<file path="config.mk">
export PLATFORM = sky130hd
export DESIGN_NAME = pipe_ctrl_flat
export DESIGN_NICKNAME = d
export VERILOG_FILES = /design/src/rtl/pipe_ctrl_if.sv /design/src/rtl/pipe_ctrl.sv /design/src/flat_wrapper.sv
export SDC_FILE = /design/constraint.sdc
export NUM_CORES = 1
export LEC_CHECK = 0
export CORE_MARGIN = 8
export CORE_UTILIZATION = 38
export DETAILED_ROUTE_END_ITERATION = 8
export GPL_TIMING_DRIVEN = 0
export HOLD_SLACK_MARGIN = 0.1
export PLACE_DENSITY_LB_ADDON = 0.2
export SETUP_SLACK_MARGIN = 0.3
export SYNTH_ARGS = -nofsm -noshare
export SYNTH_HDL_FRONTEND = slang
export SYNTH_SLANG_ARGS = --single-unit
</file>
<file path="constraint.sdc">
create_clock -name clk -period 2.2 [get_ports clk]
set_input_delay 0.22 -clock clk [delete_from_list [all_inputs] [get_ports clk]]
set_output_delay 0.22 -clock clk [all_outputs]
set_load 0.05 [all_outputs]
</file>
<file path="src/rtl/pipe_ctrl_if.sv">
// Handshake bundle between the pipeline stages and the stall/flush controller.
// The controller side takes the master modport; the stage side takes slave.
interface pipe_ctrl_if;
    logic        stallreq_if_i;
    logic        stallreq_id_i;
    logic        stallreq_ex_i;
    logic        stallreq_mem_i;
    logic        ex_is_load_i;
    logic        ex_wreg_i;
    logic [4:0]  ex_wd_i;
    logic        id_reg1_read_i;
    logic        id_reg2_read_i;
    logic [4:0]  id_reg1_addr_i;
    logic [4:0]  id_reg2_addr_i;
    logic [31:0] excepttype_i;
    logic [31:0] cp0_epc_i;
    logic [5:0]  stall_o;
    logic        flush_o;
    logic [31:0] new_pc_o;
    logic [31:0] stall_cnt_o;
    logic [15:0] flush_cnt_o;
    logic        wdog_o;

    modport master (
        input  stallreq_if_i, stallreq_id_i, stallreq_ex_i, stallreq_mem_i,
        input  ex_is_load_i, ex_wreg_i, ex_wd_i,
        input  id_reg1_read_i, id_reg2_read_i, id_reg1_addr_i, id_reg2_addr_i,
        input  excepttype_i, cp0_epc_i,
        output stall_o, flush_o, new_pc_o, stall_cnt_o, flush_cnt_o, wdog_o
    );

    modport slave (
        output stallreq_if_i, stallreq_id_i, stallreq_ex_i, stallreq_mem_i,
        output ex_is_load_i, ex_wreg_i, ex_wd_i,
        output id_reg1_read_i, id_reg2_read_i, id_reg1_addr_i, id_reg2_addr_i,
        output excepttype_i, cp0_epc_i,
        input  stall_o, flush_o, new_pc_o, stall_cnt_o, flush_cnt_o, wdog_o
    );
endinterface

</file>
<file path="src/rtl/pipe_ctrl.sv">
// Stall/flush controller for the 5-stage core: merges stall requests, detects
// load-use hazards, arbitrates against exceptions and keeps perf counters/watchdog.
module pipe_ctrl #(
    parameter logic [31:0] EXC_VECTOR = 32'h00000020,
    parameter logic [31:0] ERET_CODE  = 32'h0000000e,
    parameter logic [15:0] WDOG_MAX   = 16'd1023
) (
    input  logic         clk,
    input  logic         rst,
    pipe_ctrl_if.master  bus
);

    typedef enum logic [1:0] {StRun, StStall, StFlush} state_e;

    state_e      state_q, state_d;
    logic        lu;
    logic        id_req;
    logic [5:0]  stall;
    logic        flush;
    logic [31:0] new_pc;
    logic [31:0] stall_cnt_q;
    logic [15:0] flush_cnt_q;
    logic [15:0] wcnt_q;
    logic        wdog_q;

    assign lu = bus.ex_is_load_i & bus.ex_wreg_i & (bus.ex_wd_i != 5'd0) &
                ((bus.id_reg1_read_i & (bus.id_reg1_addr_i == bus.ex_wd_i)) |
                 (bus.id_reg2_read_i & (bus.id_reg2_addr_i == bus.ex_wd_i)));

    // ID holds a flushed bubble right after a flush, so its request is moot.
    assign id_req = (bus.stallreq_id_i | lu) & (state_q != StFlush);

    always_ff @(posedge clk) begin
        if (rst) begin
            state_q <= StRun;
        end else begin
            state_q <= state_d;
        end
    end

    always_comb begin
        state_d = StRun;
        if (flush) begin
            state_d = StFlush;
        end else if (stall != 6'd0) begin
            state_d = StStall;
        end
    end

    always_comb begin
        stall  = 6'b000000;
        flush  = 1'b0;
        new_pc = 32'd0;
        if (rst) begin
            stall  = 6'b000000;
        end else if (bus.excepttype_i != 32'd0) begin
            flush  = 1'b1;
            new_pc = (bus.excepttype_i == ERET_CODE) ? bus.cp0_epc_i : EXC_VECTOR;
        end else if (bus.stallreq_mem_i) begin
            stall = 6'b011111;
        end else if (bus.stallreq_ex_i) begin
            stall = 6'b001111;
        end else if (id_req) begin
            stall = 6'b000111;
        end else if (bus.stallreq_if_i) begin
            stall = 6'b000011;
        end
    end

    always_ff @(posedge clk) begin
        if (rst) begin
            stall_cnt_q <= 32'd0;
            flush_cnt_q <= 16'd0;
        end else begin
            if (stall != 6'd0) begin
                stall_cnt_q <= stall_cnt_q + 32'd1;
            end
            if (flush && (flush_cnt_q != 16'hFFFF)) begin
                flush_cnt_q <= flush_cnt_q + 16'd1;
            end
        end
    end

    // wcnt counts the current stall run; the trip cycle is the WDOG_MAX-th one.
    always_ff @(posedge clk) begin
        if (rst) begin
            wcnt_q <= 16'd0;
            wdog_q <= 1'b0;
        end else if (stall != 6'd0) begin
            if (wcnt_q != 16'hFFFF) begin
                wcnt_q <= wcnt_q + 16'd1;
            end
            if (wcnt_q == (WDOG_MAX - 16'd1)) begin
                wdog_q <= 1'b1;
            end
        end else begin
            wcnt_q <= 16'd0;
        end
    end

    assign bus.stall_o     = stall;
    assign bus.flush_o     = flush;
    assign bus.new_pc_o    = new_pc;
    assign bus.stall_cnt_o = stall_cnt_q;
    assign bus.flush_cnt_o = flush_cnt_q;
    assign bus.wdog_o      = wdog_q;

endmodule
</file>
<file path="src/flat_wrapper.sv">
// flat-port wrapper written by rule: the top's interface ports become plain ports
module pipe_ctrl_flat 
#(
    parameter logic [31:0] EXC_VECTOR = 32'h00000020,
    parameter logic [31:0] ERET_CODE  = 32'h0000000e,
    parameter logic [15:0] WDOG_MAX   = 16'd1023
)
  (clk, rst, bus_stallreq_if_i, bus_stallreq_id_i, bus_stallreq_ex_i, bus_stallreq_mem_i, bus_ex_is_load_i, bus_ex_wreg_i, bus_ex_wd_i, bus_id_reg1_read_i, bus_id_reg2_read_i, bus_id_reg1_addr_i, bus_id_reg2_addr_i, bus_excepttype_i, bus_cp0_epc_i, bus_stall_o, bus_flush_o, bus_new_pc_o, bus_stall_cnt_o, bus_flush_cnt_o, bus_wdog_o);
  pipe_ctrl_if bus_i ();
  input  logic clk;
  input  logic rst;
  input wire logic [$bits(bus_i.stallreq_if_i)-1:0] bus_stallreq_if_i;
  input wire logic [$bits(bus_i.stallreq_id_i)-1:0] bus_stallreq_id_i;
  input wire logic [$bits(bus_i.stallreq_ex_i)-1:0] bus_stallreq_ex_i;
  input wire logic [$bits(bus_i.stallreq_mem_i)-1:0] bus_stallreq_mem_i;
  input wire logic [$bits(bus_i.ex_is_load_i)-1:0] bus_ex_is_load_i;
  input wire logic [$bits(bus_i.ex_wreg_i)-1:0] bus_ex_wreg_i;
  input wire logic [$bits(bus_i.ex_wd_i)-1:0] bus_ex_wd_i;
  input wire logic [$bits(bus_i.id_reg1_read_i)-1:0] bus_id_reg1_read_i;
  input wire logic [$bits(bus_i.id_reg2_read_i)-1:0] bus_id_reg2_read_i;
  input wire logic [$bits(bus_i.id_reg1_addr_i)-1:0] bus_id_reg1_addr_i;
  input wire logic [$bits(bus_i.id_reg2_addr_i)-1:0] bus_id_reg2_addr_i;
  input wire logic [$bits(bus_i.excepttype_i)-1:0] bus_excepttype_i;
  input wire logic [$bits(bus_i.cp0_epc_i)-1:0] bus_cp0_epc_i;
  output wire logic [$bits(bus_i.stall_o)-1:0] bus_stall_o;
  output wire logic [$bits(bus_i.flush_o)-1:0] bus_flush_o;
  output wire logic [$bits(bus_i.new_pc_o)-1:0] bus_new_pc_o;
  output wire logic [$bits(bus_i.stall_cnt_o)-1:0] bus_stall_cnt_o;
  output wire logic [$bits(bus_i.flush_cnt_o)-1:0] bus_flush_cnt_o;
  output wire logic [$bits(bus_i.wdog_o)-1:0] bus_wdog_o;
  assign bus_i.stallreq_if_i = bus_stallreq_if_i;
  assign bus_i.stallreq_id_i = bus_stallreq_id_i;
  assign bus_i.stallreq_ex_i = bus_stallreq_ex_i;
  assign bus_i.stallreq_mem_i = bus_stallreq_mem_i;
  assign bus_i.ex_is_load_i = bus_ex_is_load_i;
  assign bus_i.ex_wreg_i = bus_ex_wreg_i;
  assign bus_i.ex_wd_i = bus_ex_wd_i;
  assign bus_i.id_reg1_read_i = bus_id_reg1_read_i;
  assign bus_i.id_reg2_read_i = bus_id_reg2_read_i;
  assign bus_i.id_reg1_addr_i = bus_id_reg1_addr_i;
  assign bus_i.id_reg2_addr_i = bus_id_reg2_addr_i;
  assign bus_i.excepttype_i = bus_excepttype_i;
  assign bus_i.cp0_epc_i = bus_cp0_epc_i;
  assign bus_stall_o = bus_i.stall_o;
  assign bus_flush_o = bus_i.flush_o;
  assign bus_new_pc_o = bus_i.new_pc_o;
  assign bus_stall_cnt_o = bus_i.stall_cnt_o;
  assign bus_flush_cnt_o = bus_i.flush_cnt_o;
  assign bus_wdog_o = bus_i.wdog_o;
  pipe_ctrl #(.EXC_VECTOR(EXC_VECTOR), .ERET_CODE(ERET_CODE), .WDOG_MAX(WDOG_MAX)) u_core (.clk(clk), .rst(rst), .bus(bus_i));
endmodule
</file>
==> results of run 1 <==
[state kept, by name (all words and copies together), names as in the netlist]
signal,flops
u_core.state_q,2
u_core.bus.flush_cnt_o,16
u_core.bus.wdog_o,1
u_core.wcnt_q,16
u_core.bus.stall_cnt_o,32
[power breakdown]
part	leakage [nW]	switching (W)	total [W]	internal [W]
registers	0.562	0.0000158	0.00121	0.00120
logic	2.28	0.000195	0.000396	0.000201
clock network	0.101	0.000515	0.00105	0.000532
total	2.94	0.000726	0.00266	0.00193
[cell usage in the layout (no fill, tap or decap), types with 13 or more instances in the layout]
cell / netlist / layout
dfxtp_4: 0 / 22
clkdlybuf4s50_1: 0 / 81
buf_8: 0 / 49
clkbuf_8: 2 / 15
and2_4: 0 / 34
nand2_1: 31 / 26
o21ai_0: 13 / 13
xnor2_1: 21 / 16
nand3_1: 32 / 31
a21oi_1: 31 / 22
buf_6: 1 / 20
dlygate4sd2_1: 0 / 15
nand4_1: 24 / 24
dfxtp_1: 67 / 36
buf_4: 2 / 44
nor2_1: 35 / 30
buf_2: 2 / 15
[worst max-delay path, stage by stage]
cell and delay (ns):
clkdlybuf4s15_1 0.20, or3_4 0.42, nor4_4 0.31, buf_4 0.18, nand3_4 0.09, buf_8 0.14, buf_8 0.12, clkinvlp_4 0.08
buf_8 0.09, buf_8 0.13
[metal layers]
layer  routed length [um]  GRT usage  vias to the layer above
met4                  291     0.0605                        0
met2                 9310      0.414                      206
met1                 6980      0.291                     2322
met5                    0          0                        -
met3                 1140     0.0486                       28
li1                     -          -                     2229
[cell families (layout without fill, tap and decap cells)]
group / after synthesis / in the layout / share of synthesized area
AO/OA/AOI/OAI: 79 / 79 / 0.133
XOR/XNOR: 29 / 29 / 0.0663
adder cells (fa/ha/maj): 4 / 4 / 0.0131
buffers and inverters: 39 / 292 / 0.0499
flip-flops: 67 / 67 / 0.350
multiplexers: 7 / 7 / 0.0186
other: 1 / 1 / 0.000978
AND/OR/NAND/NOR: 247 / 247 / 0.369
[Yosys cell counts, types with 4 or more instances]
| cell | number | share of area |
|---|---|---|
| a21oi_1 | 31 | 0.040 |
| and2_1 | 36 | 0.059 |
| and3_1 | 9 | 0.015 |
| and4_1 | 7 | 0.016 |
| clkbuf_1 | 18 | 0.018 |
| dfxtp_1 | 67 | 0.35 |
| ha_1 | 4 | 0.013 |
| inv_1 | 11 | 0.011 |
| mux2i_1 | 6 | 0.016 |
| nand2_1 | 31 | 0.030 |
| nand3_1 | 32 | 0.042 |
| nand4_1 | 24 | 0.039 |
| nor2_1 | 35 | 0.034 |
| nor3_1 | 14 | 0.018 |
| nor4_1 | 17 | 0.028 |
| o21a_1 | 8 | 0.016 |
| o21ai_0 | 13 | 0.017 |
| o31ai_1 | 6 | 0.012 |
| o41ai_1 | 9 | 0.021 |
| or3_1 | 12 | 0.020 |
| or4_1 | 7 | 0.014 |
| or4b_1 | 6 | 0.016 |
| xnor2_1 | 21 | 0.048 |
| xor2_1 | 8 | 0.018 |
[cell type report]
class                      instances  area [um^2]
sequential                        67         1440
buffer                            28          290
clock inverter                     4         21.3
fill                             649         2260
tap                              133          166
timing repair buffer             237         2470
clock buffer                      12          176
inverter                          11         45.0
multi-input combinational        367         2900
[path summary, 6_finish.rpt]
path / start / end / slack (ns) / cells after the start
worst max-delay path: bus_excepttype_i[3] / bus_stall_o[1] / -0.01 / 10
worst min-delay path: u_core.bus.flush_cnt_o[3] / u_core.bus.flush_cnt_o[3] / 0.46 / 1
worst max register to register: u_core.bus.stall_cnt_o[3] / u_core.bus.stall_cnt_o[12] / 0.06 / 8
worst min register to register: u_core.bus.flush_cnt_o[3] / u_core.bus.flush_cnt_o[3] / 0.46 / 1
[timing repair]
action,in CTS,in global routing
endpoints found under the setup margin,104,94
pin swaps,72,37
resized for setup,516,90
gates cloned,4,1
buffers inserted,38,19
[through the flow]
step                setup TNS, ns  area, um^2  power (W)  hold slack, ns
global route               -0.138        7510    0.00273           0.491
detailed placement         -76.72        6020    0.00160           0.445
global placement           -72.26        6020    0.00159           0.434
finish                    -0.0107        7510    0.00266           0.464
floorplan                 -0.0379        4110    0.00137           0.396
CTS                       -0.0125        7030    0.00261           0.457
==> flow_summary.yaml, run 1 <==
routing:
  drt-pass1-iter-count: 6
  vias: 4785
  wirelength_um: 17700
  route.detailed.drc: 0
  ant_nets: 0
  wl_per_cell_um: 20.6
  drt_first_iter_violations: 336
  viasPerCell: 5.57
cts:
  htreeDepth: 3
  root_buffer: "clkbuf_8"
  clk_path_buf_depth: 2
  ctsHoldBuffers: 0
  cts_inserted_buffers: 9
  insertion_delay_ns: 0.36
  cts_tree: "yes"
  cts.clk_slew.worst_paths_ns: 0.08
  cts.sinks: 67
layout:
  finish.utilization: 0.768
  drive_above_1_share: 0.417
  nNetsFinal: 814
  final_cells: 859
  area_growth_pct: 95.9
  diodes: 0
global_routing:
  grt_antenna_before_repair: 0
  grt.total_usage: 0.237
  grt_max_degree: 12
  gr-total-overflow: 0
  grt_pass1_vias: 4526
  grt_first_pass_wirelength_um: 24800
logic_synthesis:
  async_flop_share: 0
  synth-edff-count: 0
  synth_nets: 566
  yosys_warnings: 0
  yosysUniqueCellTypes: 57
  synth_area_um2: 3830
  avgSynthCellArea_um2: 8.11
  synthCells: 473
  synth-seq-cells: 67
  synth_ff_type: "dfxtp_1"
  synth-seq-area-share: 0.350
critical_path:
  end_kind: "primary output"
  crit_fanout: 3
  path_class: "input pin to primary output"
  required_ns: 1.98
  cp_data_arrival_time_ns: 1.99
  cp-start-kind: "input pin"
floorplan:
  die_area_um2: 13600
  die_h_um: 116
  rows: 36
  die_w_um: 116
  io_pins: 177
  core-area_um2: 9770
  initial_core_util: 0.392
run_status:
  violations: "negative setup slack"
  status: "complete, but fails checks"
placement:
  place.detailed.hpwl_um: 11700
  portBuffers: 175
  placedCellCount: 781
  place.gp.congestion: 0.906
  pre_cts_slack_ns: -1.39
timing:
  fin_skew_ns: 0.00920
  setup_violations: 1
  rsz0062_at_grt: "yes"
  fin_crit_sh: 1.00
  min_period_ns: 2.21
  fin_ws_ns: -0.0107
  final-max-slew-violation-count: 0
  hold_violations: 0
  fmax_ghz: 0.452
  max_slew_margin: 0.575
  worstMarginPinSlew_ns: 0.637
run:
  cap_violations: 0
pwr:
  power_density_nw_per_um2: 354
  cellLeakagePower_nw: 2.94
  ir_drop_v: 0.000335
min_path:
  min_path_type: "flop to flop"
Note: power is estimated with default switching activity, not from simulation.
==> run 2, diff against run 1 <==
GPL_TIMING_DRIVEN = unset   (was 0)
==> flow_summary.yaml, run 2 (synthesis gave the netlist of run 1 again) <==
layout:
  register_area_um2: 1440
  area_growth_pct: 92.2
  fillers: 679
  mostFrequentLayoutCell: "clkdlybuf4s50_1"
  final_cell_mix: "83 x clkdlybuf4s50_1, 40 x buf_12, 38 x buf_4"
  multi_input_area_um2: 2790
  nNetsFinal: 786
  design_area_um2: 7370
  largest_reg_flops: 32
  finish.utilization: 0.754
  drive_above_1_share: 0.385
timing:
  worstMarginPinSlew_ns: 0.587
  rsz0062_at_grt: "yes"
  hold_violations: 0
  final-max-slew-violation-count: 0
  fmax_ghz: 0.464
  fin_crit_sh: 0.979
  setup_violations: 0
  fin_ws_ns: 0.0459
  min_period_ns: 2.15
  fin_skew_ns: 0.00655
  max_slew_margin: 0.610
placement:
  pre_cts_slack_ns: -0.502
  place.detailed.hpwl_um: 11900
  portBuffers: 175
  placed_area_um2: 6480
  place.gp.congestion: 0.882
critical_path:
  cpMostUsedCell: "buf_12"
  r2r_slack_ns: 0.15
  path_class: "input pin to flop"
  r2r-start: "u_core.bus.stall_cnt_o[10]"
  path_buf_inv: 5
  worst-path-stages: 11
  crit_start: "bus_excepttype_i[5]"
  crit_family: "simple AND/OR/NAND/NOR gates"
  required_ns: 2.42
  path_cells: "buf_6, nor4_4, nand4_1, buf_4, nor4_4, nand3_4, buf_12, buf_12, buf_12, o41ai_2, a21oi_2"
  r2r_cells: 6
  cpPeakStageDelay_ns: 0.44
  crit_slowest_cell: "o41ai_2"
  cp_data_arrival_time_ns: 2.37
  crit_fanout: 7
  cp-start-kind: "input pin"
  worst_r2r_endpoint: "u_core.bus.stall_cnt_o[29]"
  end_kind: "flop"
min_path:
  min_path_type: "input pin to flop"
  whs_endpoint: "u_core.bus.flush_cnt_o[8]"
  hold_depth: 3
  min-delay-start: "rst"
cts:
  cts_inserted_buffers: 9
  clk_path_buf_depth: 2
  cts_tree: "yes"
  root_buffer: "clkbuf_8"
  htreeDepth: 3
  cts.sinks: 67
  cts.clk_slew.worst_paths_ns: 0.08
  insertion_delay_ns: 0.34
floorplan:
  io_pins: 177
  die_h_um: 116
  die_area_um2: 13600
  core-area_um2: 9770
  die_w_um: 116
  rows: 36
  initial_core_util: 0.392
run_status:
  status: "complete, no violations"
global_routing:
  grt_first_pass_wirelength_um: 24900
  grt_pass1_vias: 4558
  grt_max_degree: 40
  grt_antenna_before_repair: 1
  gr-total-overflow: 0
  grt.total_usage: 0.239
routing:
  vias: 4591
  drt_first_iter_violations: 181
  wirelength_um: 16500
  ant_nets: 0
  wl_per_cell_um: 19.8
  route.detailed.drc: 0
  viasPerCell: 5.51
  drt-pass1-iter-count: 5
pwr:
  ir_drop_v: 0.000415
  power_density_nw_per_um2: 379
  cellLeakagePower_nw: 2.73
  total_power_w: 0.00279
run:
  cap_violations: 0
## run 2: cell types whose count changed in the layout (fill, tap and decap cells not counted), sizes merged, moves of 2 or more
cell / previous run / this run
clkinv: 3 / 1
diode: 0 / 2
clkdlybuf4s15: 11 / 6
clkbuf: 28 / 18
buf: 130 / 122
dlymetal6s2s: 11 / 4
clkdlybuf4s50: 81 / 83
## run 2: worst register-to-register path: cells and delay by family (launching register included)
kind / cells / cell delay (ns)
flip-flops: 1 / 0.38
AND/OR/NAND/NOR: 4 / 1.25
AO/OA/AOI/OAI: 1 / 0.14
buffers and inverters: 1 / 0.21
## run 2: per-stage QoR
stage                     hold slack [ns]  instances  TNS [ns]
final                               0.351        833         0
after global routing                0.336        832   -0.0333
after CTS                           0.302        824         0
after detailed placement            0.451        786    -28.57
after global placement              0.438        786    -27.73
after floorplan                     0.396        473   -0.0379
## run 2: worst max path at each step
stage	end	slack, ns
2_1_floorplan	bus_stall_o[1]	-0.04
3_3_place_gp	u_core.bus.stall_cnt_o[29]	-0.47
3_5_place_dp	u_core.bus.stall_cnt_o[29]	-0.50
4_1_cts	bus_stall_o[1]	0.09
5_1_grt	u_core.bus.stall_cnt_o[20]	-0.02
6_report	u_core.bus.stall_cnt_o[20]	0.05
## run 2: layout make-up
class,count,share of cell area
Inverter,11,0.00611
Tap cell,133,0.0226
Clock buffer,12,0.0255
Multi-Input combinational cell,367,0.379
Timing Repair Buffer,237,0.364
Clock inverter,4,0.00696
Sequential cell,67,0.195
Antenna cell,2,0.000679
## run 2: timing repair
item	CTS	global route
pin swaps	73	35
hold endpoints to repair	0	0
gates cloned	4	0
hold buffers	0	0
gates resized for setup	205	53
buffers inserted	18	7
setup endpoints to repair	103	81
## run 2: power breakdown
part           total, W  internal [W]  switching [W]
Combinational  0.000391      0.000206       0.000185
Sequential      0.00121       0.00120      0.0000120
Clock           0.00119      0.000694       0.000498
Total           0.00279       0.00210       0.000696
## run 2: layer usage
| metal | track usage | wire (um) |
|---|---|---|
| met1 | 0.278 | 6470 |
| met2 | 0.436 | 8680 |
| met3 | 0.0445 | 1010 |
| met4 | 0.0605 | 327 |
| met5 | 0 | 0 |
==> run 3, diff against run 2 <==
GPL_TIMING_DRIVEN = 0   (was unset)
==> results of run 3 <==
Final layout, timing and power as in run 1 (identical DEF).
